### src/rtl/ws2812_pkg.sv
// Shared types, default 50 MHz bit timing and the brightness scaler for the WS2812 strip driver.
package ws2812_pkg;

  typedef enum logic [2:0] {
    IDLE,
    WAIT_FIRST,
    HIGH,
    LOW,
    LATCH
  } state_e;

  localparam int T0H_50M = 20;
  localparam int T0L_50M = 43;
  localparam int T1H_50M = 40;
  localparam int T1L_50M = 22;
  localparam int RES_50M = 3000;

  function automatic int max2(input int a, input int b);
    return (a > b) ? a : b;
  endfunction

  // (ch * (brightness + 1)) >> 8: 255 is identity, 0 blanks the channel.
  function automatic logic [7:0] scale8(input logic [7:0] ch, input logic [7:0] brightness);
    logic [15:0] prod;
    prod = 16'(ch) * (16'(brightness) + 16'd1);
    return prod[15:8];
  endfunction

endpackage

### src/rtl/ws2812_pixel_buffer.sv
// One-entry pixel holding register; channels are brightness-scaled as they are written.
import ws2812_pkg::*;

module ws2812_pixel_buffer #(
  parameter int BITS_PER_LED = 24
) (
  input  logic                    clk,
  input  logic                    rst_n,
  input  logic                    push,
  input  logic                    pop,
  input  logic                    flush,
  input  logic [BITS_PER_LED-1:0] pix_data,
  input  logic [7:0]              brightness,
  output logic                    full,
  output logic [BITS_PER_LED-1:0] data
);

  localparam int NCH = BITS_PER_LED / 8;

  logic                    full_d, full_q;
  logic [BITS_PER_LED-1:0] data_d, data_q;

  always_comb begin
    full_d = full_q;
    if (flush)     full_d = 1'b0;
    else if (push) full_d = 1'b1;
    else if (pop)  full_d = 1'b0;

    data_d = data_q;
    if (push) begin
      for (int c = 0; c < NCH; c++) begin
        data_d[c*8 +: 8] = scale8(pix_data[c*8 +: 8], brightness);
      end
    end
  end

  always_ff @(posedge clk or negedge rst_n) begin
    if (!rst_n) full_q <= 1'b0;
    else        full_q <= full_d;
  end

  always_ff @(posedge clk) begin
    data_q <= data_d;
  end

  assign full = full_q;
  assign data = data_q;

endmodule

### src/rtl/ws2812_strip_driver.sv
// WS2812/SK6812 chain driver: pulls NUM_LEDS pixels per frame, serialises them MSB first
// with back-to-back bit periods, then holds the line low for the latch gap.
import ws2812_pkg::*;

module ws2812_strip_driver #(
  parameter int NUM_LEDS     = 8,
  parameter int BITS_PER_LED = 24,
  parameter int T0H          = T0H_50M,
  parameter int T0L          = T0L_50M,
  parameter int T1H          = T1H_50M,
  parameter int T1L          = T1L_50M,
  parameter int RES          = RES_50M
) (
  input  logic                    clk,
  input  logic                    rst_n,
  input  logic                    start,
  input  logic [7:0]              brightness,
  input  logic [BITS_PER_LED-1:0] pix_data,
  input  logic                    pix_valid,
  output logic                    pix_ready,
  output logic                    data_out,
  output logic                    busy,
  output logic                    done,
  output logic                    underrun
);

  localparam int MAX_T = max2(max2(max2(T0H, T0L), max2(T1H, T1L)), RES);
  localparam int CNT_W = $clog2(MAX_T + 1);
  localparam int BIT_W = $clog2(BITS_PER_LED);
  localparam int LED_W = $clog2(NUM_LEDS + 1);

  localparam logic [CNT_W-1:0] T0H_C = CNT_W'(T0H - 1);
  localparam logic [CNT_W-1:0] T0L_C = CNT_W'(T0L - 1);
  localparam logic [CNT_W-1:0] T1H_C = CNT_W'(T1H - 1);
  localparam logic [CNT_W-1:0] T1L_C = CNT_W'(T1L - 1);
  localparam logic [CNT_W-1:0] RES_C = CNT_W'(RES - 1);

  state_e                  state_q;
  logic [CNT_W-1:0]        cnt_q;
  logic [BIT_W-1:0]        bit_q;
  logic [LED_W-1:0]        left_q, accepted_q;
  logic [BITS_PER_LED-1:0] shift_q;
  logic                    data_out_q, busy_q, done_q, underrun_q;

  logic                    buf_full, push, flush, end_low, last_bit, load_sh, shift_sh, next_bit;
  logic [BITS_PER_LED-1:0] buf_data;
  logic [CNT_W-1:0]        high_len, low_len;

  assign pix_ready = busy_q && !buf_full && (accepted_q < LED_W'(NUM_LEDS)) && (state_q != LATCH);
  assign push      = pix_valid && pix_ready;
  assign flush     = (state_q == IDLE) && start;
  assign end_low   = (state_q == LOW) && (cnt_q == '0);
  assign last_bit  = (bit_q == '0);
  assign load_sh   = buf_full && ((state_q == WAIT_FIRST) || (end_low && last_bit && (left_q != '0)));
  assign shift_sh  = end_low && !last_bit;
  // HIGH length is chosen by the bit about to go out, which is not yet in shift_q[MSB].
  assign next_bit  = load_sh ? buf_data[BITS_PER_LED-1] : shift_q[BITS_PER_LED-2];
  assign high_len  = next_bit ? T1H_C : T0H_C;
  assign low_len   = shift_q[BITS_PER_LED-1] ? T1L_C : T0L_C;

  ws2812_pixel_buffer #(.BITS_PER_LED(BITS_PER_LED)) u_buf (
    .clk        (clk),
    .rst_n      (rst_n),
    .push       (push),
    .pop        (load_sh),
    .flush      (flush),
    .pix_data   (pix_data),
    .brightness (brightness),
    .full       (buf_full),
    .data       (buf_data)
  );

  always_ff @(posedge clk) begin
    if (load_sh)       shift_q <= buf_data;
    else if (shift_sh) shift_q <= {shift_q[BITS_PER_LED-2:0], 1'b0};
  end

  always_ff @(posedge clk or negedge rst_n) begin
    if (!rst_n) begin
      state_q    <= IDLE;
      cnt_q      <= '0;
      bit_q      <= '0;
      left_q     <= '0;
      accepted_q <= '0;
      data_out_q <= 1'b0;
      busy_q     <= 1'b0;
      done_q     <= 1'b0;
      underrun_q <= 1'b0;
    end else begin
      done_q     <= 1'b0;
      underrun_q <= 1'b0;
      if (push) accepted_q <= accepted_q + LED_W'(1);
      case (state_q)
        IDLE: begin
          if (start) begin
            state_q    <= WAIT_FIRST;
            busy_q     <= 1'b1;
            left_q     <= LED_W'(NUM_LEDS);
            accepted_q <= '0;
          end
        end
        WAIT_FIRST: begin
          if (load_sh) begin
            state_q    <= HIGH;
            data_out_q <= 1'b1;
            cnt_q      <= high_len;
            bit_q      <= BIT_W'(BITS_PER_LED - 1);
            left_q     <= left_q - LED_W'(1);
          end
        end
        HIGH: begin
          if (cnt_q == '0) begin
            state_q    <= LOW;
            data_out_q <= 1'b0;
            cnt_q      <= low_len;
          end else begin
            cnt_q <= cnt_q - CNT_W'(1);
          end
        end
        LOW: begin
          if (cnt_q != '0) begin
            cnt_q <= cnt_q - CNT_W'(1);
          end else if (!last_bit) begin
            state_q    <= HIGH;
            data_out_q <= 1'b1;
            cnt_q      <= high_len;
            bit_q      <= bit_q - BIT_W'(1);
          end else if (load_sh) begin
            state_q    <= HIGH;
            data_out_q <= 1'b1;
            cnt_q      <= high_len;
            bit_q      <= BIT_W'(BITS_PER_LED - 1);
            left_q     <= left_q - LED_W'(1);
          end else begin
            // Out of pixels, either by design or because the source fell behind.
            underrun_q <= (left_q != '0);
            state_q    <= LATCH;
            cnt_q      <= RES_C;
          end
        end
        LATCH: begin
          if (cnt_q == '0) begin
            state_q <= IDLE;
            busy_q  <= 1'b0;
            done_q  <= 1'b1;
          end else begin
            cnt_q <= cnt_q - CNT_W'(1);
          end
        end
        default: state_q <= IDLE;
      endcase
    end
  end

  assign data_out = data_out_q;
  assign busy     = busy_q;
  assign done     = done_q;
  assign underrun = underrun_q;

endmodule

### config.mk
export PLATFORM = sky130hd
export DESIGN_NAME = ws2812_strip_driver
export DESIGN_NICKNAME = d
export VERILOG_FILES = /design/src/rtl/ws2812_pkg.sv /design/src/rtl/ws2812_pixel_buffer.sv /design/src/rtl/ws2812_strip_driver.sv
export SDC_FILE = /design/constraint.sdc
export NUM_CORES = 1
export LEC_CHECK = 0
export CAP_MARGIN = 10
export CORE_MARGIN = 1.5
export CORE_UTILIZATION = 30
export CTS_BUF_LIST = sky130_fd_sc_hd__clkbuf_2 sky130_fd_sc_hd__clkbuf_4 sky130_fd_sc_hd__clkbuf_8
export CTS_CLUSTER_DIAMETER = 40
export DETAILED_ROUTE_END_ITERATION = 8
export DONT_BUFFER_PORTS = 1
export PLACE_DENSITY = 0.56
export SLEW_MARGIN = 20
export SYNTH_ARGS = -nofsm -noshare
export SYNTH_HDL_FRONTEND = slang
export SYNTH_SLANG_ARGS = --single-unit
### constraint.sdc
create_clock -name clk -period 6.6 [get_ports clk]
set_input_delay 1.65 -clock clk [delete_from_list [all_inputs] [get_ports clk]]
set_output_delay 1.65 -clock clk [all_outputs]
set_load 0.01 [all_outputs]
* Yosys cells after proc, flatten, opt, wreduce, memory -nomap -nowiden *
Cells that the tools add are included.

word-level totals
  output and inout bits = 5
  input port bits = 36
  flip-flop bits (word level) = 81
  word-level logic and storage cells = 112

operators by class
  order comparisons = 1
  equality and inequality tests = 12
  reductions and logical operators = 31
  multiply operators = 3
  add/subtract/negate cells = 5
  muxes and demuxes = 48

operator list
  cell                                                                  number
  12-bit 2-to-1 mux                                                     6
  24-bit 2-to-1 mux                                                     2
  12-bit case mux with 4 select lines                                   1
  8-bit by 16-bit multiplier with 16-bit output                         2
  4-bit 2-to-1 mux                                                      7
  3-bit 2-to-1 mux                                                      7
  8-bit by 9-bit multiplier with 16-bit output                          1
  1-bit 2-to-1 mux                                                      15
  5-bit 2-to-1 mux                                                      3
  3-bit case mux with 5 select lines                                    1
  2-bit != test, second input constant                                  7
  12-bit logical NOT                                                    1
  6-bit 2-to-1 mux                                                      2
  4-bit case mux with 3 select lines                                    1
  12-bit nonzero test                                                   1
  12-bit by 1-bit subtractor with 12-bit output, second input constant  1
  1-bit logical AND                                                     10
  5-bit case mux with 2 select lines                                    1
  8-bit by 1-bit adder with 9-bit output, second input constant         1
  3-bit AND reduction                                                   3
  3-bit nonzero test                                                    3
  4-bit nonzero test                                                    2
  3-bit by 2-bit == test with 1-bit output, second input constant       2
  2-bit nonzero test                                                    3
  16 further kinds                                                      17

* Logic depth before layout (Yosys ltp) *
Gate-level depths: netlist (run 1).

  word-level depth = 12
  depth in mapped cells = 19
  depth with buffers taken out = 18

* Modules after synthesis *
From an unflattened synthesis (run 1), not the netlist that was laid out.

unflattened totals
  cell total of the unflattened synthesis = 1040
  area total of the unflattened synthesis = 10236.1 um^2

modules (own cells, without submodules)
  module               area each (um^2)  times used  cells an instance
  ws2812_pixel_buffer  7124.3            1           756
  ws2812_strip_driver  3111.7            1           284

* Worst setup path after synthesis (run 1) *
No wires, ideal clock.

  kind = input to register
  start point = input brightness[0]
  end point = register u_buf.data_q[14] (netlist: u_buf.data[14]), data pin
  cell stages on the path = 18
  library setup time = 0.265 ns
  slack = 0.247 ns
  data arrival time = 6.088 ns
  required time = 6.335 ns
  buffers on the path = 2
  path through = clkbuf_1 > nand3_1 > xnor2_1 > clkbuf_1 > nand2_1 > fa_1 > fa_1 > inv_1 > fa_1 > inv_1 > fa_1 > inv_1 > ha_1 > a21o_1 > a221o_1 > a21oi_1 > o21ai_0 > xor2_1

between the ends
  longest elaborated chain between the ends = 2

ends and longest elaborated chain
  element                                        line                       RTL
  from (decl)                                    ws2812_strip_driver.sv:17  input logic [7:0] brightness,
  8-bit by 1-bit adder with 9-bit output         ws2812_pkg.sv:25           prod = 16'(ch) * (16'(brightness) + 16'd1);
  8-bit by 16-bit multiplier with 16-bit output  ws2812_pkg.sv:25
  to (signal assigned)                           ws2812_pixel_buffer.sv:43  data_q <= data_d;
  to (decl)                                      ws2812_pixel_buffer.sv:21  logic [BITS_PER_LED-1:0] data_d, data_q;

Every way passes these cells.
A chain may end at the register's enable or synchronous reset.

* Final worst setup path (run 1) *
Same ends and word-level chain as after synthesis.

==> results of run 1 <==
## placed cells by master, fill, tap and decap left out, types with 5 or more instances in the layout
| cell | instances |
|---|---|
| and2_1 | 143 |
| ha_1 | 102 |
| nor3_1 | 18 |
| dfrtp_1 | 33 |
| nand2_1 | 155 |
| nor2b_1 | 22 |
| a221oi_1 | 5 |
| buf_4 | 14 |
| and3_1 | 8 |
| a21oi_1 | 41 |
| nand2b_1 | 8 |
| xor2_1 | 19 |
| o21ai_0 | 21 |
| fa_1 | 120 |
| edfxtp_1 | 48 |
| clkbuf_8 | 9 |
| xnor2_1 | 29 |
| nor2_1 | 51 |
| nand4_1 | 6 |
| inv_1 | 167 |
| a21o_1 | 10 |
| nand3_1 | 21 |
## registers in the layout, summed over array words and instances (netlist names)
| name | cells |
|---|---|
| shift_q | 24 |
| u_buf.data | 24 |
| cnt_q | 12 |
| bit_q | 5 |
| accepted_q | 4 |
| left_q | 4 |
| state_q | 3 |
| busy | 1 |
| data_out | 1 |
| done | 1 |
| u_buf.full | 1 |
| underrun | 1 |
## per-layer routing
layer  global-route usage [%]  wire length, um  vias up
met1                     18.3            11000     3484
met3                     1.89              689       17
met2                     20.3             9560      114
met4                     2.98              170        0
li1                         -                -     3542
met5                        0                0        -
## through the flow
step / cell area (um2) / utilization, % / hold slack, ps
final: 10900 / 32.7 / 501
after global routing: 10900 / 32.7 / 536
after CTS: 10900 / 32.7 / 501
after detailed placement: 10700 / 32.1 / 486
after global placement: 10700 / 32.1 / 482
after floorplan: 10200 / - / 461
## area by class of cell
class / count / area [um2] / share of cell area, %
multi-input cells: 832 / 7140 / 65.3
inverters: 167 / 627 / 5.73
clock buffers: 9 / 124 / 1.13
flip-flops and latches: 81 / 2270 / 20.7
well taps: 448 / 561 / 5.12
clock inverters: 7 / 77.6 / 0.709
repair buffers: 16 / 145 / 1.33
## final timing paths
kind | slack (ps) | end | start
worst max-delay path | 640 | u_buf.data[14]$_DFFE_PP_ | brightness[0]
worst min-delay path | 500 | bit_q[0]$_DFFE_PN0P_ | bit_q[0]$_DFFE_PN0P_
worst max register to register | 3010 | shift_q[9]$_DFFE_PP_ | cnt_q[4]$_DFFE_PN0P_
worst min register to register | 500 | bit_q[0]$_DFFE_PN0P_ | bit_q[0]$_DFFE_PN0P_
max in group asynchronous | 5550 | bit_q[2]$_DFFE_PN0P_ | rst_n
min in group asynchronous | 960 | cnt_q[0]$_DFFE_PN0P_ | rst_n
## cells by family after synthesis
| logic type | Yosys count |
|---|---|
| xor gates and xnor gates | 48 |
| AOI/OAI and AO/OA | 104 |
| and+or+nand+nor | 454 |
| muxes | 4 |
| DFF | 81 |
| adders and majority gates | 222 |
| buffers and inverters | 199 |
## power by group
group          internal [uW]  total, uW  switching (uW)
logic                    784       1760             972
registers                723        834             111
clock network            179        378             200
==> metrics.cfg, run 1 <==
[run_status]
outcome=completed

[die]
die_height_um=187
die_x_um=187
core_um2=33400
initial_core_util_pct=30.4
boundaryPins=41
design.die.area_um2=35000
rows=67

[flow_run]
maxCapViolCount=0

[sta]
fmax_ghz=0.168
finalCriticalPeriod_ps=5960
period_share_pct=90.3
timing.slew.headroom_pct=32.9
clock_skew_ps=13.3
worst_slack_ps=639
slew_violations=0
rsz0062_at_grt=false
final_hold_viol_count=0
setup_viol=0
tightest_slew_ps=1000
tns_ps=0

[power_and_ir_drop]
powerDensity_nw_per_um2=271
p_leak_uw=0.00518
power.total_uw=2970
peakVddDrop_mv=0.0930

[synth]
avgSynthCellArea_um2=9.14
synth.area.top_cells=fa_1, edfxtp_1, ha_1
synth_top_family_by_area=adder cells
synth_nets=1370
synth.distinct_cells=56
synth_area_leader_cell=fa_1
yosysSeqAreaShare_pct=22.3
syn_area_um2=10200
synth_cells=1112
yosys.area_share.adder_pct=36.2
yosys_most_used_dff=edfxtp_1
synth_mux_area_share_pct=0.394
synth_common_cells=inv_1, nand2_1, and2_1, fa_1, ha_1
synth-edff-count=48
ys_ff_latch=81
yosysMostFrequentCell=inv_1
async_flop_share_pct=40.7
synth_xor_xnor_area_share_pct=4.13
synth_compound_area_share_pct=6.67
synthSimpleGateAreaFrac_pct=22.8
yosys.area.top_type_share_pct=23.6
synth_warnings=0

[grt]
grt_pass1_vias=7430
grt_max_degree=34
overflow=0
track_usage_pct=12.8
grt_first_pass_wirelength_um=37000
antenna_found_initial=0

[cells_and_area]
drive_gt1_share_pct=3.51
final_cells=1560
area_delta_synth_final_pct=7.64
final_nets=1365
fillCellCount=3505
n_antenna_cell=0

[place]
gp_congestion=0.790
dp_slack_ps=233
dp_cells=1544
port_buffers=0
dp_hpwl_um=16900

[routing]
antenna_left=0
route.detailed.drc=0
wl_per_cell_um=13.7
first_iter_violations=296
vias=7157
dr.pass1.iters=5
viasPerCell=4.59
drt_wl_total_um=21400

[setup_path]
cp_data_arrival_time_ps=6080
start_kind=primary input
crit_type=primary input to flip-flop
required_ps=6720
slowest_stage=fa_1
crit_cells=18
path_max_fanout=22
worstSetupEndpointType=flip-flop
critPathBufInv=3
cp_top_family=adder cells
ff2ff_path_depth=4
crit_chain=ha_1 > nand3_1 > nor2_1 > xor2_1 > buf_4 > and2_1 > fa_1 > fa_1 > fa_1 > inv_1 > fa_1 > inv_1 > ha_1 > and3_1 > a221o_1 > a21oi_1 > o21ai_0 > xor2_1
crit_path_max_incr_delay_ps=540
worst_path_most_repeated_cell=fa_1

[min_path]
worstHoldPathType=flip-flop to flip-flop
worstHoldPathCells=1

[clock_tree]
cts_setup_buffers=0
cts-root-buf=clkbuf_8
numCtsBuffers=9
cts_tree=built
htree_levels=3
clockBufferDepth=2
ctsResizeCount=0
hold_buffers=0
clock-sinks=81
clkLatencyLatePin_ps=370
path_clk_slew_ps=90

(Power assumes the default switching activity.)
==> run 2: changes to the inputs <==
CORE_UTILIZATION = 60   (was 30)
PLACE_DENSITY = 0.88   (was 0.56)
==> metrics.cfg, run 2 (same netlist as run 1, synthesis figures left out) <==
[power_and_ir_drop]
peakVddDrop_mv=0.146  ; was 0.0930 mV
power.total_uw=3000  ; was 2970 uW
powerDensity_nw_per_um2=281  ; was 271 nW/um2
p_leak_uw=0.00518  ; about the same

[setup_path]
rr_endpoint=shift_q[3]$_DFFE_PP_  ; was shift_q[9]$_DFFE_PP_
r2r_slack_ps=2990  ; was 3010 ps
worstSetupEndpointType=flip-flop  ; unchanged
start_kind=primary input  ; unchanged
ff2ff_path_depth=4  ; unchanged
cp_data_arrival_time_ps=6260  ; was 6080 ps
crit_start=brightness[0]  ; unchanged
required_ps=6700  ; was 6720 ps
path_max_fanout=22  ; unchanged
r2r-start=cnt_q[6]$_DFFE_PN0P_  ; was cnt_q[4]$_DFFE_PN0P_
crit_type=primary input to flip-flop  ; unchanged

[sta]
rsz0062_at_grt=false  ; unchanged
final_hold_viol_count=0  ; unchanged
setup_viol=0  ; unchanged
fmax_ghz=0.162  ; was 0.168 GHz
finalCriticalPeriod_ps=6160  ; was 5960 ps
clock_skew_ps=8.43  ; was 13.3 ps
period_share_pct=93.3  ; was 90.3%
slew_violations=0  ; unchanged
tightest_slew_ps=976  ; was 1000 ps
tns_ps=0  ; unchanged
timing.slew.headroom_pct=34.9  ; was 32.9%

[die]
die_x_um=133  ; was 187 um
die_height_um=133  ; was 187 um
rows=47  ; was 67
design.die.area_um2=17700  ; was 35000 um2
boundaryPins=41  ; unchanged
initial_core_util_pct=61.3  ; was 30.4%
core_um2=16600  ; was 33400 um2

[cells_and_area]
layout_commonest_cell=inv_1  ; unchanged
final_nets=1366  ; was 1365
final_util_pct=64.2  ; was 32.7%
drive_gt1_share_pct=3.77  ; was 3.51%
area_delta_synth_final_pct=4.74  ; was 7.64%
final_cell_mix=inv_1, nand2_1, and2_1  ; unchanged

[grt]
grt_pass1_vias=7782  ; was 7430
track_usage_pct=24.9  ; was 12.8%
grt_first_pass_wirelength_um=35900  ; was 37000 um
grt_max_degree=34  ; unchanged
antenna_found_initial=2  ; was 0
overflow=0  ; unchanged

[min_path]
min_from=cnt_q[8]$_DFFE_PN0P_  ; was bit_q[0]$_DFFE_PN0P_
worstHoldPathCells=1  ; unchanged
hold_end=cnt_q[8]$_DFFE_PN0P_  ; was bit_q[0]$_DFFE_PN0P_
worstHoldPathType=flip-flop to flip-flop  ; unchanged

[place]
gp_congestion=0.867  ; was 0.790
dp_hpwl_um=16600  ; was 16900 um
port_buffers=0  ; unchanged

[routing]
wl_per_cell_um=15.6  ; was 13.7 um
vias=7493  ; was 7157
route.detailed.drc=0  ; unchanged
dr.pass1.iters=5  ; unchanged
viasPerCell=5.62  ; was 4.59
drt_wl_total_um=20800  ; was 21400 um
antenna_left=0  ; unchanged
first_iter_violations=509  ; was 296

[clock_tree]
path_clk_slew_ps=80  ; was 90 ps
clockBufferDepth=2  ; unchanged
cts_tree=built  ; unchanged
numCtsBuffers=9  ; unchanged
ctsResizeCount=0  ; unchanged
cts-root-buf=clkbuf_8  ; unchanged
cts_setup_buffers=0  ; unchanged
clock-sinks=81  ; unchanged
htree_levels=3  ; unchanged
clkLatencyLatePin_ps=350  ; was 370 ps
hold_buffers=0  ; unchanged

[flow_run]
maxCapViolCount=0  ; unchanged

[run_status]
outcome=completed  ; unchanged

-- run 2: changes by cell type in the layout (fill, tap and decap cells not counted), sizes merged --
| cell | delta |
|---|---|
| diode | +1 |
| clkinv | +2 |
| buf | +1 |
| clkinvlp | -1 |
| inv | -3 |
| clkbuf | +2 |
-- run 2: layout make-up --
| type | count | area (um2) |
|---|---|---|
| multi-input cells | 832 | 7150 |
| well taps | 220 | 275 |
| inverters | 167 | 627 |
| clock inverters | 5 | 55.1 |
| flip-flops and latches | 81 | 2270 |
| repair buffers | 17 | 128 |
| diodes | 1 | 2.50 |
| fillers | 1298 | 5930 |
| clock buffers | 11 | 145 |
-- run 2: worst max path at each step --
stage                                    end  slack [ps]  cells after the start
floorplan           u_buf.data[14]$_DFFE_PP_         250                     18
global placement    u_buf.data[14]$_DFFE_PP_         230                     19
detailed placement  u_buf.data[14]$_DFFE_PP_          80                     19
CTS                 u_buf.data[14]$_DFFE_PP_         470                     19
global route        u_buf.data[13]$_DFFE_PP_         240                     19
finish              u_buf.data[14]$_DFFE_PP_         440                     19
-- run 2: where the power goes --
group          leakage (uW)  switching (uW)  internal, uW
Sequential         0.000823             114           724
Combinational       0.00425            1000           788
Clock              0.000100             183           188
Total               0.00518            1300          1700
-- run 2: critical path: stages --
cell and delay [ps]:
ha_1 160, nand3_1 120, buf_4 180, nor2_1 130, xor2_1 220, buf_4 190
and2_1 150, fa_1 420, fa_1 470, fa_1 550, inv_1 50, fa_1 520
inv_1 40, ha_1 320, and3_1 180, a221o_1 380, a21oi_1 210, o21ai_0 120
xor2_1 160
-- run 2: routing by layer --
metal  global-route usage, %  up-vias  share of wire (%)  wire, um
met5                       0        -                  0         0
met4                    6.52        0                1.5       318
met2                    42.5      225                 49     10100
met3                    4.11       29                5.4      1120
li1                        -     3551                  -         -
met1                    33.4     3688                 44      9200
-- run 2: stage by stage --
step                instance area (um2)  cells  hold WS (ps)  setup slack (ps)
floorplan                         10200   1112           461               247
global placement                  10400   1317           480               232
detailed placement                10400   1317           489              78.7
CTS                               10600   1333           509               473
global route                      10700   1334           534               243
finish                            10700   1334           506               442
